### src/rtl/debug_pkg.sv
// Shared state encoding, control-word bit positions and defaults for debug_mem_seq.
package debug_pkg;

   typedef enum logic [2:0] {
      ST_IDLE   = 3'd0,
      ST_HALT   = 3'd1,
      ST_ACCESS = 3'd2,
      ST_WAIT   = 3'd3,
      ST_DONE   = 3'd4
   } dbg_state_e;

   localparam int CTRL_GO     = 0;
   localparam int CTRL_WRITE  = 1;
   localparam int CTRL_EXT    = 2;
   localparam int CTRL_RESUME = 3;
   localparam int CTRL_BE_LSB = 4;
   localparam int CTRL_BE_MSB = 7;

   localparam int DEFAULT_TIMEOUT_CYCLES = 255;

endpackage

### src/rtl/dbg_timeout_cnt.sv
// Down-counting watchdog: load arms it, expired flags CYCLES enabled cycles since the load.
module dbg_timeout_cnt #(
   parameter int CYCLES = 255
) (
   input  logic CLK,
   input  logic RST,
   input  logic load,
   input  logic enable,
   output logic expired
);

   localparam int CW = (CYCLES > 1) ? $clog2(CYCLES) : 1;
   localparam logic [CW-1:0] LOAD_VAL = CW'(CYCLES - 1);

   logic [CW-1:0] cnt_q;
   logic [CW-1:0] cnt_d;

   always_comb begin
      cnt_d = cnt_q;
      if (load) begin
         cnt_d = LOAD_VAL;
      end else if (enable && (cnt_q != '0)) begin
         cnt_d = cnt_q - 1'b1;
      end
   end

   always_ff @(posedge CLK or posedge RST) begin
      if (RST) begin
         cnt_q <= '0;
      end else begin
         cnt_q <= cnt_d;
      end
   end

   assign expired = enable && (cnt_q == '0);

endmodule

### src/rtl/debug_mem_seq.sv
// Debug memory sequencer: halts the core, performs one instr/ext access, reports the result.
// Optional abort on a stuck halt/ack is enabled with `define DBG_TIMEOUT_EN.
//
// state     | meaning
// ----------+-----------------------------------------------------------
// ST_IDLE   | no command in flight, waiting for cmd_valid with go=1
// ST_HALT   | halt_req asserted, waiting for halted
// ST_ACCESS | one-cycle mem_re or mem_we strobe
// ST_WAIT   | bus held stable, waiting for mem_ack
// ST_DONE   | one-cycle rsp_valid, then back to idle
module debug_mem_seq
   import debug_pkg::*;
#(
   parameter int TIMEOUT_CYCLES = DEFAULT_TIMEOUT_CYCLES
) (
   input  logic        CLK,
   input  logic        RST,
   input  logic        cmd_valid,
   input  logic [31:0] cmd_ctrl,
   input  logic [31:0] cmd_iaddr,
   input  logic [31:0] cmd_eaddr,
   input  logic [31:0] cmd_wdata,
   output logic        busy,
   output logic        rsp_valid,
   output logic [31:0] rsp_rdata,
   output logic        rsp_err,
   output logic        halt_req,
   input  logic        halted,
   output logic        mem_sel,
   output logic [31:0] mem_addr,
   output logic [31:0] mem_wdata,
   output logic [3:0]  mem_be,
   output logic        mem_re,
   output logic        mem_we,
   input  logic        mem_ack,
   input  logic [31:0] mem_rdata
);

   dbg_state_e  state_q;
   logic        write_q;
   logic        ext_q;
   logic        resume_q;
   logic [3:0]  be_q;
   logic [31:2] addr_q;
   logic [31:0] wdata_q;

   logic        busy_q;
   logic        rsp_valid_q;
   logic [31:0] rsp_rdata_q;
   logic        halt_req_q;
   logic        mem_sel_q;
   logic [31:0] mem_addr_q;
   logic [31:0] mem_wdata_q;
   logic [3:0]  mem_be_q;
   logic        mem_re_q;
   logic        mem_we_q;

   logic        accept;
   assign accept = (state_q == ST_IDLE) && cmd_valid && cmd_ctrl[CTRL_GO];

   // Upper control bits and the byte offset of the address are don't-care.
   logic unused_inputs;
   assign unused_inputs = ^{cmd_ctrl[31:8], cmd_iaddr[1:0], cmd_eaddr[1:0]};

`ifdef DBG_TIMEOUT_EN
   logic rsp_err_q;
   logic tmo_load;
   logic tmo_enable;
   logic tmo_expired;

   assign tmo_load   = accept || (state_q == ST_ACCESS);
   assign tmo_enable = (state_q == ST_HALT) || (state_q == ST_WAIT);

   dbg_timeout_cnt #(
      .CYCLES (TIMEOUT_CYCLES)
   ) u_timeout (
      .CLK     (CLK),
      .RST     (RST),
      .load    (tmo_load),
      .enable  (tmo_enable),
      .expired (tmo_expired)
   );

   assign rsp_err = rsp_err_q;
`else
   logic unused_timeout_cfg;
   assign unused_timeout_cfg = (TIMEOUT_CYCLES > 0);
   assign rsp_err = 1'b0;
`endif

   always_ff @(posedge CLK or posedge RST) begin
      if (RST) begin
         state_q     <= ST_IDLE;
         write_q     <= 1'b0;
         ext_q       <= 1'b0;
         resume_q    <= 1'b0;
         be_q        <= '0;
         addr_q      <= '0;
         wdata_q     <= '0;
         busy_q      <= 1'b0;
         rsp_valid_q <= 1'b0;
         rsp_rdata_q <= '0;
         halt_req_q  <= 1'b0;
         mem_sel_q   <= 1'b0;
         mem_addr_q  <= '0;
         mem_wdata_q <= '0;
         mem_be_q    <= '0;
         mem_re_q    <= 1'b0;
         mem_we_q    <= 1'b0;
`ifdef DBG_TIMEOUT_EN
         rsp_err_q   <= 1'b0;
`endif
      end else begin
         rsp_valid_q <= 1'b0;
         mem_re_q    <= 1'b0;
         mem_we_q    <= 1'b0;

         case (state_q)
            ST_IDLE: begin
               if (accept) begin
                  write_q    <= cmd_ctrl[CTRL_WRITE];
                  ext_q      <= cmd_ctrl[CTRL_EXT];
                  resume_q   <= cmd_ctrl[CTRL_RESUME];
                  be_q       <= cmd_ctrl[CTRL_BE_MSB:CTRL_BE_LSB];
                  addr_q     <= cmd_ctrl[CTRL_EXT] ? cmd_eaddr[31:2] : cmd_iaddr[31:2];
                  wdata_q    <= cmd_wdata;
                  busy_q     <= 1'b1;
                  halt_req_q <= 1'b1;
                  state_q    <= ST_HALT;
`ifdef DBG_TIMEOUT_EN
                  rsp_err_q  <= 1'b0;
`endif
               end
            end

            ST_HALT: begin
               if (halted) begin
                  mem_sel_q   <= ext_q;
                  mem_addr_q  <= {addr_q, 2'b00};
                  mem_wdata_q <= wdata_q;
                  mem_be_q    <= be_q;
                  mem_we_q    <= write_q;
                  mem_re_q    <= !write_q;
                  state_q     <= ST_ACCESS;
`ifdef DBG_TIMEOUT_EN
               end else if (tmo_expired) begin
                  // The core never stopped, so release the request rather than leave it pending.
                  halt_req_q  <= 1'b0;
                  rsp_err_q   <= 1'b1;
                  rsp_rdata_q <= '0;
                  rsp_valid_q <= 1'b1;
                  state_q     <= ST_DONE;
`endif
               end
            end

            ST_ACCESS: begin
               state_q <= ST_WAIT;
            end

            ST_WAIT: begin
               if (mem_ack) begin
                  if (!write_q) begin
                     rsp_rdata_q <= mem_rdata;
                  end
                  rsp_valid_q <= 1'b1;
                  state_q     <= ST_DONE;
`ifdef DBG_TIMEOUT_EN
               end else if (tmo_expired) begin
                  rsp_err_q   <= 1'b1;
                  rsp_rdata_q <= '0;
                  rsp_valid_q <= 1'b1;
                  state_q     <= ST_DONE;
`endif
               end
            end

            ST_DONE: begin
               busy_q <= 1'b0;
               if (resume_q) begin
                  halt_req_q <= 1'b0;
               end
               state_q <= ST_IDLE;
            end

            default: begin
               busy_q  <= 1'b0;
               state_q <= ST_IDLE;
            end
         endcase
      end
   end

   assign busy      = busy_q;
   assign rsp_valid = rsp_valid_q;
   assign rsp_rdata = rsp_rdata_q;
   assign halt_req  = halt_req_q;
   assign mem_sel   = mem_sel_q;
   assign mem_addr  = mem_addr_q;
   assign mem_wdata = mem_wdata_q;
   assign mem_be    = mem_be_q;
   assign mem_re    = mem_re_q;
   assign mem_we    = mem_we_q;

endmodule

### config.mk
export PLATFORM = sky130hd
export DESIGN_NAME = debug_mem_seq
export DESIGN_NICKNAME = d
export VERILOG_FILES = /design/src/rtl/debug_pkg.sv /design/src/rtl/dbg_timeout_cnt.sv /design/src/rtl/debug_mem_seq.sv
export SDC_FILE = /design/constraint.sdc
export NUM_CORES = 1
export LEC_CHECK = 0
export BUFFER_PORTS_ARGS = -buffer_cell sky130_fd_sc_hd__buf_2
export CAP_MARGIN = 5
export CELL_PAD_IN_SITES_DETAIL_PLACEMENT = 0
export CELL_PAD_IN_SITES_GLOBAL_PLACEMENT = 1
export CORE_ASPECT_RATIO = 1.4
export CORE_MARGIN = 8
export CORE_UTILIZATION = 39
export CTS_CLUSTER_SIZE = 30
export DETAILED_ROUTE_END_ITERATION = 10
export GPL_ROUTABILITY_DRIVEN = 0
export PLACE_DENSITY_LB_ADDON = 0.05
export SLEW_MARGIN = 20
export SYNTH_ARGS = -nofsm -noshare
export SYNTH_HDL_FRONTEND = slang
export SYNTH_SLANG_ARGS = --single-unit
### constraint.sdc
create_clock -name CLK -period 7.1 [get_ports CLK]
set_input_delay 1.42 -clock CLK [delete_from_list [all_inputs] [get_ports CLK]]
set_output_delay 1.42 -clock CLK [all_outputs]
set_load 0.02 [all_outputs]
Word level (Yosys, flattened, before mapping)
Index checks and enable logic that the tools add are counted.
{ "op_classes": {"eq_ne": 8, "n_mux": 15, "n_bitwise": 2, "reduce_logical": 12} }
{ "ops": {"columns": ["cell", "n"], "rows": [
  ["two-way mux 30 bit", 1],
  ["one-hot mux 3 bit (4 select lines)", 1],
  ["two-way mux 3 bit", 3],
  ["AND reduction 3 bit", 3],
  ["two-way mux 1 bit", 8],
  ["!= test 2 bit (second input constant)", 4],
  ["== test 3 x 2 -> 1 bit (second input constant)", 2],
  ["AND reduction 2 bit", 3],
  ["one-hot mux 1 bit (2 select lines)", 2],
  ["== test 3 x 1 -> 1 bit (second input constant)", 1],
  ["== test 3 bit (second input constant)", 1],
  ["logical NOT 3 bit", 1],
  ["OR reduction 3 bit", 1],
  ["logical AND 1 bit", 2],
  ["inverter 1 bit", 2],
  ["nonzero test 2 bit", 1],
  ["logical NOT 1 bit", 1]
]} }
{ "totals": {"ff_bits": 176, "in_bits": 165, "output_inout_bits": 107, "elab_cells": 54} }

Logic depth before layout (Yosys ltp)
{ "depth": {"word_depth": 5, "mapped_depth": 5} }

Least setup slack after synthesis
No wires, ideal clock.
{ "synth_timing": {"path_type": "input -> register", "from": "input port halted", "to": "register mem_wdata_q[10] (netlist: mem_wdata[10])", "setup_ns": 0.125, "arrival_time_ns": 2.429, "path_slack_ns": 4.547, "stages": 5, "cell_sequence": "nor4bb_1 > buf_2 > buf_6 > buf_4 > mux2_2"} }
{ "synth_via": {"elab_chain_cells": 1} }
{ "synth_rtl": {"columns": ["element", "line_no", "rtl"], "rows": [
  ["from (decl)", "debug_mem_seq.sv:28", "input logic halted,"],
  ["AND reduction 2 bit (no source line)", null, null],
  ["to (signal assigned)", "debug_mem_seq.sv:140", "mem_wdata_q <= wdata_q;"],
  ["to (decl)", "debug_mem_seq.sv:53", "logic [31:0] mem_wdata_q;"]
]} }
Every way passes these cells.
A chain may end at the register's enable or synchronous reset.

Worst setup path after layout
{ "layout_timing": {"from": "input port halted", "to": "register mem_wdata_q[11] (netlist: mem_wdata[11])"} }
The elaborated chain is that of the path after synthesis.

==> summary.txt <==
Setup path
  – RR Endpoint: addr_q[13]
  – Worst Path Max Fanout: 69
  – Reg2reg path depth: 3
  – Crit Reg-Reg Startpoint: state_q[1]
  – CP arrival: 3.04 ns
  – CP required: 7.40 ns
  – WS Path Type: in -> reg
  – Reg2Reg Setup Slack: around 5 ns
  – Crit start category: input port
  – CP endpoint kind: register

Clocking
  – CTS tree: built
  – # hold bufs at CTS: 0
  – Num Clock Sinks: 176
  – Clk Latency, worst-skew pair: ~0.42 ns
  – TritonCTS Buffers: 17
  – Clk root buf: clkbuf_16
  – Post-CTS setup buffers: 0
  – Clock transition at the registers of the reported paths: ~0.06 ns
  – Clock Path Buffers: 2
  – Resized cells post-CTS: 0
  – H-tree depth: 4

Floorplanning
  – Core area: approximately 18000 sq um
  – Initial Utilization: 0.396
  – Rows: just under 60
  – DIE WIDTH: around 130 microns
  – Die ar.: 22800 sq um
  – Top-Level Pins: approximately 270
  – Die Ht: ~180 microns

Final layout
  – Most common cell after layout, fill and taps aside: buf_2
  – Most frequent cells in the layout: buf_2 (240), dfrtp_1 (176), mux2_2 (99)
  – Area Growth Syn to Fin: 26.6%
  – Share of cells above drive strength 1: 0.604
  – Final nets: between 800 and 900
  – # diodes: 0

STA
  – Setup TNS Final: 0 ns
  – Worst Skew: between 0.01 and 0.015 ns
  – Fin. max-slew vios: 0
  – Max-slew headroom: 0.302
  – Final setup violation count: 0
  – Clock period minus worst slack: between 2 and 3 ns
  – Final hold violation count: 0
  – FMAX: about 370 MHz
  – Fin crit share: 0.386
  – RSZ-0062 raised after global routing: no
  – Post-route setup slack: roughly 4.4 ns
  – Least-Margin Pin Slew: 1.05 ns

Power and ir drop
  – VDD IR max: roughly 0.2 mV
  – Leakage power: ~4.4 nW
  – Ratio of total power to cell area: about 460 nW/um^2

Detailed routing
  – Avg WL per Cell: around 18 microns
  – Post-Route WL: 16100 microns
  – Via Count: about 4200
  – Iteration count of the initial detailed-routing pass: 4
  – Antenna-violating nets left: 0
  – Drt via density: between 4 and 5
  – DRT iter0 DRCs: 134
  – DRC violations left: 0

Place
  – PortBufs: 240
  – Setup WS pre-CTS: about 3.8 ns
  – Post-DP HPWL: between 10000 and 15000 microns

Synthesis
  – Register bit total from synthesis: between 150 and 200
  – Ys Warns: 0
  – Cell Area, Synth: 7090 sq um
  – Synthesized instance count: 421
  – Synth unique cells: 24
  – Post-Syn Area per Cell: around 17 sq um
  – Sequential fraction of the synthesis area: 0.621

Hold path
  – Hold endpoint: mem_re
  – Worst min path class: reg -> reg
  – HP Start: write_q
  – Hold depth: 1

Status
  – Run status: complete, no violations

Global route
  – Vias in the first global route: ~4900
  – Grt peak-use layer: met2
  – M2 GR Usage: 0.255
  – Initial antenna violation count: 0
  – Largest net degree at the start of global routing: 106
  – Met1 usage: 0.157
  – All-layer global routing usage: 0.146
  – Gr ovfl total: 0
  – Global-route wire length before repair: 25800 microns
  – Met3 GRT Util: 0.0607

Flow run
  – Max Cap Viol: 0
-- Yosys cell counts --
cell         n  area share
a21o_1       2      0.0021
a21oi_1      1     0.00070
a22oi_1      1      0.0011
a311oi_1     1      0.0012
a31oi_1      1     0.00088
and2_1       1     0.00088
and2b_1      1      0.0011
and4_1       1      0.0012
and4b_1      2      0.0028
buf_2        7      0.0049
buf_4        4      0.0042
buf_6       12       0.019
clkbuf_1     3      0.0016
conb_1       1     0.00053
dfrtp_1    176        0.62
inv_1        2      0.0011
mux2_1      69        0.11
mux2_2      99        0.16
mux2_4      30       0.063
nand2_1      2      0.0011
nor2_1       2      0.0011
nor2b_1      1     0.00088
nor4bb_1     1      0.0014
o2bb2ai_1    1      0.0012
-- metrics by stage --
stage / cells / power, mW / util / cell area (sq um) / hold slack (ns)
2_1_floorplan: 423 / 2.77 / - / 7100 / 0.424
3_3_place_gp: 879 / 3.24 / 0.470 / 8430 / 0.447
3_5_place_dp: 879 / 3.30 / 0.470 / 8430 / 0.467
4_1_cts: 911 / 4.19 / 0.501 / 8980 / 0.470
5_1_grt: 911 / 4.38 / 0.501 / 8980 / 0.493
6_report: 911 / 4.11 / 0.501 / 8980 / 0.462
-- cell families (layout without fill, tap and decap cells) --
| group | count (synthesis) | after routing | synth area share |
|---|---|---|---|
| other cells | 1 | 3 | 0.000529 |
| simple gates | 11 | 11 | 0.0104 |
| flops | 176 | 176 | 0.621 |
| compound gates | 7 | 7 | 0.00723 |
| buf+inv | 28 | 276 | 0.0309 |
| mux | 198 | 198 | 0.330 |
-- sequential cells by signal, summed over array words and instances (netlist names) --
| signal | cells |
|---|---|
| mem_re | 1 |
| resume_q | 1 |
| halt_req | 1 |
| be_q | 4 |
| mem_be | 4 |
| addr_q | 30 |
| mem_we | 1 |
| mem_wdata | 32 |
| rsp_rdata | 32 |
| mem_sel | 1 |
| write_q | 1 |
| ext_q | 1 |
| busy | 1 |
| rsp_valid | 1 |
| state_q | 3 |
| wdata_q | 32 |
| mem_addr | 30 |
-- metal layers --
metal,up-vias,routed length [microns],part of all wire
li1,1956,-,-
met1,2137,5850,0.36
met2,133,8600,0.53
met3,8,1530,0.095
met4,0,129,0.0080
met5,-,0,0
-- worst max-delay path, stage by stage --
cell	delay, ns
buf_2	0.09
nor4bb_4	0.26
buf_4	0.73
mux2_2	0.42
-- worst max path at each step --
stage / from / endpoint / slack, ns / cells past startpoint
finish: halted / mem_wdata[11] / 4.36 / 4
global route: RST / halt_req / 4.07 / 3
CTS: RST / halt_req / 4.31 / 3
detailed placement: RST / wdata_q[7] / 3.85 / 3
global placement: RST / mem_wdata[8] / 3.92 / 3
floorplan: RST / addr_q[10] / 0.91 / 1
-- report_power, final --
group          total (mW)  switching [mW]  internal, mW
Clock               0.872           0.378         0.493
Sequential           1.74           0.236          1.50
Combinational        1.50           0.788         0.715
-- area by class of cell --
| class | instances | area [sq um] |
|---|---|---|
| inverters | 2 | 12.5 |
| clock buffers | 20 | 447 |
| repair buffers | 242 | 1220 |
| clock inverters | 12 | 108 |
| multi-input cells | 219 | 2500 |
| fillers | 1641 | 8940 |
| flip-flops and latches | 176 | 4400 |
| well taps | 240 | 300 |
No activity file was read; power rests on OpenSTA's default activity.
